### src/rtl/lif_neuron_seq_pkg.sv
// Shared constants and types for the serial LIF neuron core.
// Q8.16 fixed point throughout: 1.0 == 65536.
// Arithmetic is carried in CALC_W bits so sum terms never wrap before saturation.
package lif_neuron_seq_pkg;
  localparam int N_NEURON       = 18;
  localparam int V_W            = 25;
  localparam int IDX_W          = 5;
  localparam int CALC_W         = 27;

  localparam int ONE            = 65536;
  localparam int V_TH_DEF       = 1310720;
  localparam int INHBT_STEP     = 458752;
  localparam int INHBT_MAX      = 655360;
  localparam int V_MAX          = (1 << 24) - 1;
  localparam int LEAK_SHIFT_DEF = 4;
  localparam int T_REF_DEF      = 2;

  typedef enum logic [1:0] {
    ST_IDLE = 2'd0,
    ST_LOAD = 2'd1,
    ST_RUN  = 2'd2,
    ST_DONE = 2'd3
  } state_t;
endpackage

### src/rtl/lif_neuron_seq_if.sv
// Handshake and data bundle between the sweep controller and its environment.
// master drives the timestep request and currents; slave is the neuron core.
// All core outputs are registered inside the core.
interface lif_neuron_seq_if;
  import lif_neuron_seq_pkg::*;

  logic                       i_start;
  logic                       i_sample_start;
  logic [N_NEURON*V_W-1:0]    i_current;
  logic signed [V_W-1:0]      i_inhbt;
  logic                       o_valid;
  logic                       o_spike;
  logic [IDX_W-1:0]           o_neuron_idx;
  logic                       o_cnt_clr;
  logic                       o_busy;
  logic                       o_done;

  modport master (
    output i_start, i_sample_start, i_current, i_inhbt,
    input  o_valid, o_spike, o_neuron_idx, o_cnt_clr, o_busy, o_done
  );

  modport slave (
    input  i_start, i_sample_start, i_current, i_inhbt,
    output o_valid, o_spike, o_neuron_idx, o_cnt_clr, o_busy, o_done
  );
endinterface

### src/rtl/lif_neuron_seq_update_unit.sv
// Combinational single-neuron LIF update: leak, integrate, inhibit, saturate, fire.
// Zero latency (pure combinational).
// No flow control; evaluated once per RUN cycle for the addressed neuron.
module lif_update_unit
  import lif_neuron_seq_pkg::*;
#(
  parameter int V_TH       = V_TH_DEF,
  parameter int LEAK_SHIFT = LEAK_SHIFT_DEF,
  parameter int T_REF      = T_REF_DEF,
  parameter int REF_W      = 2
) (
  input  logic signed [V_W-1:0] v_i,
  input  logic signed [V_W-1:0] cur_i,
  input  logic signed [V_W-1:0] inh_i,
  input  logic [REF_W-1:0]      ref_i,
  output logic signed [V_W-1:0] v_next_o,
  output logic [REF_W-1:0]      ref_next_o,
  output logic                  spike_o
);
  localparam logic signed [CALC_W-1:0] SAT_HI = CALC_W'(V_MAX);
  localparam logic signed [CALC_W-1:0] TH     = CALC_W'(V_TH);

  logic signed [CALC_W-1:0] v_ext;
  logic signed [CALC_W-1:0] cur_ext;
  logic signed [CALC_W-1:0] inh_ext;
  logic signed [CALC_W-1:0] sum;
  logic signed [CALC_W-1:0] v_sat;

  // Leak/integrate in wide signed arithmetic, clamp to [0, 2^24-1], then threshold.
  always_comb begin
    v_ext      = {{(CALC_W-V_W){v_i[V_W-1]}}, v_i};
    cur_ext    = {{(CALC_W-V_W){cur_i[V_W-1]}}, cur_i};
    inh_ext    = {{(CALC_W-V_W){inh_i[V_W-1]}}, inh_i};
    sum        = v_ext - (v_ext >>> LEAK_SHIFT) + cur_ext - inh_ext;
    v_sat      = sum;
    if (sum < 0) begin
      v_sat = '0;
    end else if (sum > SAT_HI) begin
      v_sat = SAT_HI;
    end
    v_next_o   = '0;
    ref_next_o = '0;
    spike_o    = 1'b0;
    if (ref_i != '0) begin
      // Refractory: the neuron is held at rest and its input is ignored.
      ref_next_o = ref_i - 1'b1;
    end else if (v_sat >= TH) begin
      spike_o    = 1'b1;
      ref_next_o = REF_W'(T_REF);
    end else begin
      v_next_o   = v_sat[V_W-1:0];
    end
  end
endmodule

### src/rtl/lif_neuron_seq.sv
// Serial LIF core: sweeps 18 neurons one per cycle per timestep request.
// Latency: start edge -> first result 2 cycles later; 21-cycle back-to-back period.
// No backpressure: starts outside IDLE are dropped, results stream without gaps.
module lif_neuron_seq
  import lif_neuron_seq_pkg::*;
#(
  parameter int V_TH       = V_TH_DEF,
  parameter int LEAK_SHIFT = LEAK_SHIFT_DEF,
  parameter int T_REF      = T_REF_DEF
) (
  input  logic             clk,
  input  logic             reset,
  lif_neuron_seq_if.slave  bus
);
  localparam int REF_W = (T_REF < 2) ? 1 : $clog2(T_REF + 1);
  localparam logic [IDX_W-1:0] LAST_IDX = IDX_W'(N_NEURON - 1);

  state_t                state_q;
  logic [IDX_W-1:0]      idx_q;
  logic signed [V_W-1:0] cur_q [N_NEURON];
  logic signed [V_W-1:0] inh_q;
  logic signed [V_W-1:0] v_q   [N_NEURON];
  logic [REF_W-1:0]      ref_q [N_NEURON];

  logic                  valid_q;
  logic                  spike_q;
  logic [IDX_W-1:0]      out_idx_q;
  logic                  cnt_clr_q;
  logic                  busy_q;
  logic                  done_q;

  logic signed [V_W-1:0] v_d;
  logic [REF_W-1:0]      ref_d;
  logic                  spike_d;

  lif_update_unit #(
    .V_TH       (V_TH),
    .LEAK_SHIFT (LEAK_SHIFT),
    .T_REF      (T_REF),
    .REF_W      (REF_W)
  ) u_update (
    .v_i        (v_q[idx_q]),
    .cur_i      (cur_q[idx_q]),
    .inh_i      (inh_q),
    .ref_i      (ref_q[idx_q]),
    .v_next_o   (v_d),
    .ref_next_o (ref_d),
    .spike_o    (spike_d)
  );

  // Sweep FSM, neuron state storage and registered outputs.
  always_ff @(posedge clk) begin
    if (reset) begin
      state_q   <= ST_IDLE;
      idx_q     <= '0;
      inh_q     <= '0;
      valid_q   <= 1'b0;
      spike_q   <= 1'b0;
      out_idx_q <= '0;
      cnt_clr_q <= 1'b0;
      busy_q    <= 1'b0;
      done_q    <= 1'b0;
      for (int k = 0; k < N_NEURON; k++) begin
        cur_q[k] <= '0;
        v_q[k]   <= '0;
        ref_q[k] <= '0;
      end
    end else begin
      valid_q   <= 1'b0;
      spike_q   <= 1'b0;
      out_idx_q <= '0;
      cnt_clr_q <= 1'b0;
      done_q    <= 1'b0;
      case (state_q)
        ST_IDLE: begin
          if (bus.i_start) begin
            // Currents and inhibition are frozen here for the whole sweep.
            for (int k = 0; k < N_NEURON; k++) begin
              cur_q[k] <= bus.i_current[k*V_W +: V_W];
              if (bus.i_sample_start) begin
                v_q[k]   <= '0;
                ref_q[k] <= '0;
              end
            end
            inh_q     <= bus.i_inhbt;
            cnt_clr_q <= bus.i_sample_start;
            busy_q    <= 1'b1;
            state_q   <= ST_LOAD;
          end
        end
        ST_LOAD: begin
          idx_q   <= '0;
          state_q <= ST_RUN;
        end
        ST_RUN: begin
          v_q[idx_q]   <= v_d;
          ref_q[idx_q] <= ref_d;
          valid_q      <= 1'b1;
          spike_q      <= spike_d;
          out_idx_q    <= idx_q;
          if (idx_q == LAST_IDX) begin
            state_q <= ST_DONE;
          end else begin
            idx_q   <= idx_q + 1'b1;
          end
        end
        ST_DONE: begin
          done_q  <= 1'b1;
          busy_q  <= 1'b0;
          state_q <= ST_IDLE;
        end
        default: state_q <= ST_IDLE;
      endcase
    end
  end

  assign bus.o_valid      = valid_q;
  assign bus.o_spike      = spike_q;
  assign bus.o_neuron_idx = out_idx_q;
  assign bus.o_cnt_clr    = cnt_clr_q;
  assign bus.o_busy       = busy_q;
  assign bus.o_done       = done_q;
endmodule

### src/flat_wrapper.sv
// flat-port wrapper written by rule: the top's interface ports become plain ports
module lif_neuron_seq_flat import lif_neuron_seq_pkg::*;
#(
  parameter int V_TH       = V_TH_DEF,
  parameter int LEAK_SHIFT = LEAK_SHIFT_DEF,
  parameter int T_REF      = T_REF_DEF
)
  (clk, reset, bus_i_start, bus_i_sample_start, bus_i_current, bus_i_inhbt, bus_o_valid, bus_o_spike, bus_o_neuron_idx, bus_o_cnt_clr, bus_o_busy, bus_o_done);
  lif_neuron_seq_if bus_i ();
  input  logic clk;
  input  logic reset;
  input wire logic [$bits(bus_i.i_start)-1:0] bus_i_start;
  input wire logic [$bits(bus_i.i_sample_start)-1:0] bus_i_sample_start;
  input wire logic [$bits(bus_i.i_current)-1:0] bus_i_current;
  input wire logic [$bits(bus_i.i_inhbt)-1:0] bus_i_inhbt;
  output wire logic [$bits(bus_i.o_valid)-1:0] bus_o_valid;
  output wire logic [$bits(bus_i.o_spike)-1:0] bus_o_spike;
  output wire logic [$bits(bus_i.o_neuron_idx)-1:0] bus_o_neuron_idx;
  output wire logic [$bits(bus_i.o_cnt_clr)-1:0] bus_o_cnt_clr;
  output wire logic [$bits(bus_i.o_busy)-1:0] bus_o_busy;
  output wire logic [$bits(bus_i.o_done)-1:0] bus_o_done;
  assign bus_i.i_start = bus_i_start;
  assign bus_i.i_sample_start = bus_i_sample_start;
  assign bus_i.i_current = bus_i_current;
  assign bus_i.i_inhbt = bus_i_inhbt;
  assign bus_o_valid = bus_i.o_valid;
  assign bus_o_spike = bus_i.o_spike;
  assign bus_o_neuron_idx = bus_i.o_neuron_idx;
  assign bus_o_cnt_clr = bus_i.o_cnt_clr;
  assign bus_o_busy = bus_i.o_busy;
  assign bus_o_done = bus_i.o_done;
  lif_neuron_seq #(.V_TH(V_TH), .LEAK_SHIFT(LEAK_SHIFT), .T_REF(T_REF)) u_core (.clk(clk), .reset(reset), .bus(bus_i));
endmodule
### config.mk
export PLATFORM = sky130hd
export DESIGN_NAME = lif_neuron_seq_flat
export DESIGN_NICKNAME = d
export VERILOG_FILES = /design/src/rtl/lif_neuron_seq_pkg.sv /design/src/rtl/lif_neuron_seq_if.sv /design/src/rtl/lif_neuron_seq_update_unit.sv /design/src/rtl/lif_neuron_seq.sv /design/src/flat_wrapper.sv
export SDC_FILE = /design/constraint.sdc
export NUM_CORES = 2
export LEC_CHECK = 0
export CORE_MARGIN = 5
export CORE_UTILIZATION = 40
export DETAILED_ROUTE_END_ITERATION = 7
export HOLD_SLACK_MARGIN = 0.15
export PLACE_DENSITY_LB_ADDON = 0.1
export SYNTH_ARGS = -nofsm -noshare
export SYNTH_HDL_FRONTEND = slang
export SYNTH_SLANG_ARGS = --single-unit
### constraint.sdc
create_clock -name clk -period 11.6 [get_ports clk]
set_input_delay 2.9 -clock clk [delete_from_list [all_inputs] [get_ports clk]]
set_output_delay 2.9 -clock clk [all_outputs]
set_load 0.01 [all_outputs]
# Word-level counts from Yosys, hierarchy flattened

Memory sizes are Yosys's and may differ from the RTL's. A register that Yosys moved wholly into a read port is not among the register bits.
Index checks and enable logic that the tools add are counted.
Widths: inputs -> output; s select.

Add/sub/neg operators: 5
Magnitude comparators: 3
Equality and inequality tests: 7
Multiplexer cells: 95
Bitwise operators: 57
Reduce and logical (&&, ||, !) cells: 13

Operator list:

| kind                 | number |
|---|---|
| $mux 25              | 39 |
| $mux 27              | 2 |
| $or 1x1->1           | 54 |
| $mux 2               | 23 |
| $mux 5               | 9 |
| $add 26x25->27       | 1 |
| $ge 27x22->1 const B | 1 |
| $gt 27x25->1 const B | 1 |
| $lt 27x1->1 const B  | 1 |
| $sub 27x25->27       | 1 |
| $sub 25x21->26       | 1 |
| $reduce_or 25->1     | 1 |
| $mux 1               | 19 |
| $pmux 5 s2           | 1 |
| $pmux 2 s4           | 1 |
| $reduce_and 2->1     | 4 |
| $reduce_bool 2->1    | 3 |
| $reduce_or 3->1      | 2 |
| $add 5x1->5 const B  | 1 |
| $eq 5x5->1 const B   | 1 |
| $eq 2x2->1 const B   | 2 |
| $ne 2x2->1 const B   | 2 |
| $reduce_or 2->1      | 2 |
| $not 1->1            | 3 |
| 5 further kinds      | 5 |

Flip-flop bits (word level): 42
RAM bits: 936
Bits of input ports: 479
Output and inout bits: 10
Logic and storage cells: 192
Memories: 3

Memory list:

| memory       | depth | bits a word | rd ports | clocked after memory_dff | wr ports | RTL line             | RTL |
|---|---|---|---|---|---|---|---|
| u_core.cur_q | 18    | 25          | 1        | 1                        | 18       | lif_neuron_seq.sv:20 | `logic signed [V_W-1:0] cur_q [N_NEURON];` |
| u_core.v_q   | 18    | 25          | 1        | 1                        | 18       | lif_neuron_seq.sv:22 | `logic signed [V_W-1:0] v_q [N_NEURON];` |
| u_core.ref_q | 18    | 2           | 1        | 1                        | 18       | lif_neuron_seq.sv:23 | `logic [REF_W-1:0] ref_q [N_NEURON];` |

# Longest topological paths before layout

Depth in word-level cells: 10
Mapped depth: 25
Mapped depth without buffers: 17

# Cells and area by module

A second synthesis with hierarchy kept.

Cell total of the unflattened synthesis: 4203
Area, all modules: 61943.2 sq um

Modules (own cells, without submodules):

| module          | instances | cells an instance | area each (sq um) | seq. area each (sq um) |
|---|---|---|---|---|
| lif_neuron_seq  | 1         | 3771              | 58519.9           | 40398.7 |
| lif_update_unit | 1         | 432               | 3423.3            | 0.0 |

# Least setup slack after synthesis

Ideal clock, no wire load.

Path kind: input-to-reg
From: in bus_i_start
To: mem u_core.cur_q[0][0], enable pin
Setup time: 795 ps
Arrival: 11692 ps
Required time: 10805 ps
Slack: -887 ps
Cell stages on the path: 2
Buffers on the path: 0
Path through: a21oi_1 inv_1

RTL lines:

| item               | RTL line             | RTL |
|---|---|---|
| start: declaration | flat_wrapper.sv:12   | `input wire logic [$bits(bus_i.i_start)-1:0] bus_i_start;` |
| end: declaration   | lif_neuron_seq.sv:20 |  |

==> impl_results.md <==
- Overall routed net length: 190 mm
- PD cells: 286 mW/mm2
- Die Footprint: 0.160 mm2
- Cell row count: 142
- Crit path launch type: register
- Hold Slack: 531 ps
- Avg Cell Area, Syn: 17.1 um2
- Share of cells above drive strength 1: 20.6%
- Vias in the first global route: 35238
- Post-synthesis sequential area ratio: 66.6%
- Clock-pin slew on the worst setup and hold paths: 60 ps
- GRT overflow: 0
- Max Slew Vio Count: 0
- Final Hold Vio Count: 0
- 1st-iter DRT viols: 3457
- Antenna-violating nets left: 0
- Critical path endpoint category: register
- Unique masters post-synth: 64
- Clock network latency to the later pin of the worst-skew pair: 780 ps
- Main synth FF type: edfxtp_1
- Sequential share of power: 30.9%
- Worst Path Arrival: 9010 ps
- Max_cap viols: 0
- P&R area growth vs syn: 21.0%
- F_max: 117 MHz
- Comb power frac: 46.4%
- Post-route setup TNS: 0 ps
- Period utilization: 73.7%
- RD Place Congestion: 0.855
- EDFF count, synth: 1314
- Async S/R FF share, synth: 0%
- Ys Warns: 0
- Final Util: 48.8%
- Commonest non-fill, non-tap cell in the layout: edfxtp_1
- Mapped cell area: 0.0607 mm2
- WS Path Type: register to register
- CTS tree: done
- P_sw: 9.18 mW
- Clk sinks: 1361
- Routed via count: 34193
- Clock Skew: 37.0 ps
- Num CTS Buffers: 153
- Clk pwr share: 22.7%
- Via density: 5.43
- WL/cell: 30.3 um
- Core area: 0.150 mm2
- Hold Crit Class: register to register
- Max-slew headroom: 18.9%
- Root buf cell: clkbuf_16
- Status: completed
- Post-route DRC: 0
- Maximum vdd ir drop: 0.000670 V
- Nets@finish: 4705
- Initial antenna violation count: 58
- Detailed placer's ending HPWL: 127 mm
- Clock Path Buffers: 3
- Largest net degree at the start of global routing: 224
- Starting density of the core: 40.4%
- H-tree depth: 4
- IO Count: 489
- Crit path time final: 8550 ps
- Synth Register Bits: 1361
- Slew @ Worst Pin: 1220 ps
- CP max FO: 87
- Cells after Synth: 3551
- Post_cts resized: 0
- RSZ-0062 raised after global routing: false
- Cts-stage hold buffer count: 0
- Power, Total: 21.0 mW
- PortBufs: 488
- Worst Path Required: 12060 ps
- GRT Total Usage: 24.0%
- # setup viols final: 0
- DRT Pass-1 Iters: 8
- Chip width: 399 um
- Internal power: 11.9 mW
- Die height: 399 um
- Sw Ratio: 43.6%
- Post-CTS setup buffer count: 0
- First-pass GRT wire length: 269 mm
- Most frequent cells in the layout: edfxtp_1, clkdlybuf4s50_1, and2_1
- Filler Cell Count: 12867
- Lkg Pwr: 24.4 nW
## critical path: stages (launching register included)
cell and delay (ps):
dfxtp_4 700, buf_12 600, mux4_2 620, mux4_2 580, mux2i_1 600, inv_1 140
fa_1 490, fa_1 500, inv_1 40, ha_1 390, nand2_1 170, o21ai_1 420
mux2i_1 330, o311ai_4 130, buf_4 250, a21oi_1 320, or4b_4 680, buf_4 870
nor3_1 150
## synthesized netlist by cell type, types with 15 or more instances
cell type / number / share of area, %
nand2_1: 107 / 0.66
edfxtp_1: 1314 / 65
and2_1: 466 / 4.8
clkbuf_1: 194 / 1.2
fa_1: 50 / 1.7
inv_1: 89 / 0.55
buf_2: 31 / 0.26
o21ai_0: 42 / 0.35
nor3_1: 226 / 1.9
ha_1: 37 / 0.76
buf_6: 19 / 0.35
nor2_1: 116 / 0.72
nor3_2: 138 / 2.3
dfxtp_1: 47 / 1.6
buf_1: 22 / 0.14
mux2i_1: 66 / 1.1
xnor2_1: 15 / 0.22
a22o_1: 24 / 0.35
a21oi_1: 37 / 0.31
mux4_2: 384 / 14
## registers in the layout, summed over array words and instances, names as in the netlist, 2 cells and up, named ones only
name,flops
u_core.bus.o_neuron_idx,5
u_core.inh_q,25
u_core.ref_q,64
u_core.state_q,2
u_core.idx_q,5
u_core.cur_q,450
u_core.v_q,800
## cells by family after synthesis
| kind of cell | after synthesis | share of synthesized area (%) |
|---|---|---|
| AND/OR/NAND/NOR | 1109 | 11.0 |
| adder cells (fa/ha/maj) | 87 | 2.41 |
| buffers and inverters | 360 | 2.55 |
| XOR/XNOR | 25 | 0.361 |
| AO/OA/AOI/OAI | 155 | 1.70 |
| flip-flops | 1361 | 66.6 |
| other | 1 | 0.00618 |
| multiplexers | 453 | 15.4 |
## layout make-up
| class | instances | area, um2 | area share, % |
|---|---|---|---|
| Sequential cell | 1361 | 40400 | 55.1 |
| Clock inverter | 72 | 653 | 0.890 |
| Multi-Input combinational cell | 1957 | 19500 | 26.6 |
| Timing Repair Buffer | 575 | 5660 | 7.71 |
| Antenna cell | 14 | 35.0 | 0.0477 |
| Tap cell | 2016 | 2520 | 3.44 |
| Inverter | 91 | 345 | 0.470 |
| Clock buffer | 209 | 4260 | 5.80 |
## power groups by stage
stage               logic (mW)  registers [mW]  clock network [mW]
detailed placement        9.77            6.59                   0
CTS                       9.79            6.50                4.86
global route              10.5            6.55                5.08
finish                    9.76            6.49                4.77
floorplan                 5.90            6.56                   0
global placement          9.75            6.58                   0
## worst paths after layout
check | from | endpoint | slack (ps) | cells past startpoint
worst max-delay path | register | u_core.v_q[7][15] | 3050 | 18
worst min-delay path | u_core.inh_q[5] | u_core.inh_q[5] | 530 | 1
worst max register to register | register | u_core.v_q[7][15] | 3050 | 18
worst min register to register | u_core.inh_q[5] | u_core.inh_q[5] | 530 | 1
## per-stage QoR
step	instance area (um2)	instances	worst slack [ps]
finish	73400	6295	3050
global route	73400	6289	2490
CTS	73400	6281	2940
detailed placement	68500	6000	2990
global placement	68500	6000	3040
floorplan	61100	3678	930
## routing by layer
layer  wire length (um)  part of all wire [%]  track usage, %
met5                128                 0.067               0
met4               3640                   1.9            5.07
met3              13200                   6.9            5.44
met2              95900                    50            40.7
met1              77600                    41            31.9
No activity file was read; power rests on OpenSTA's default activity.
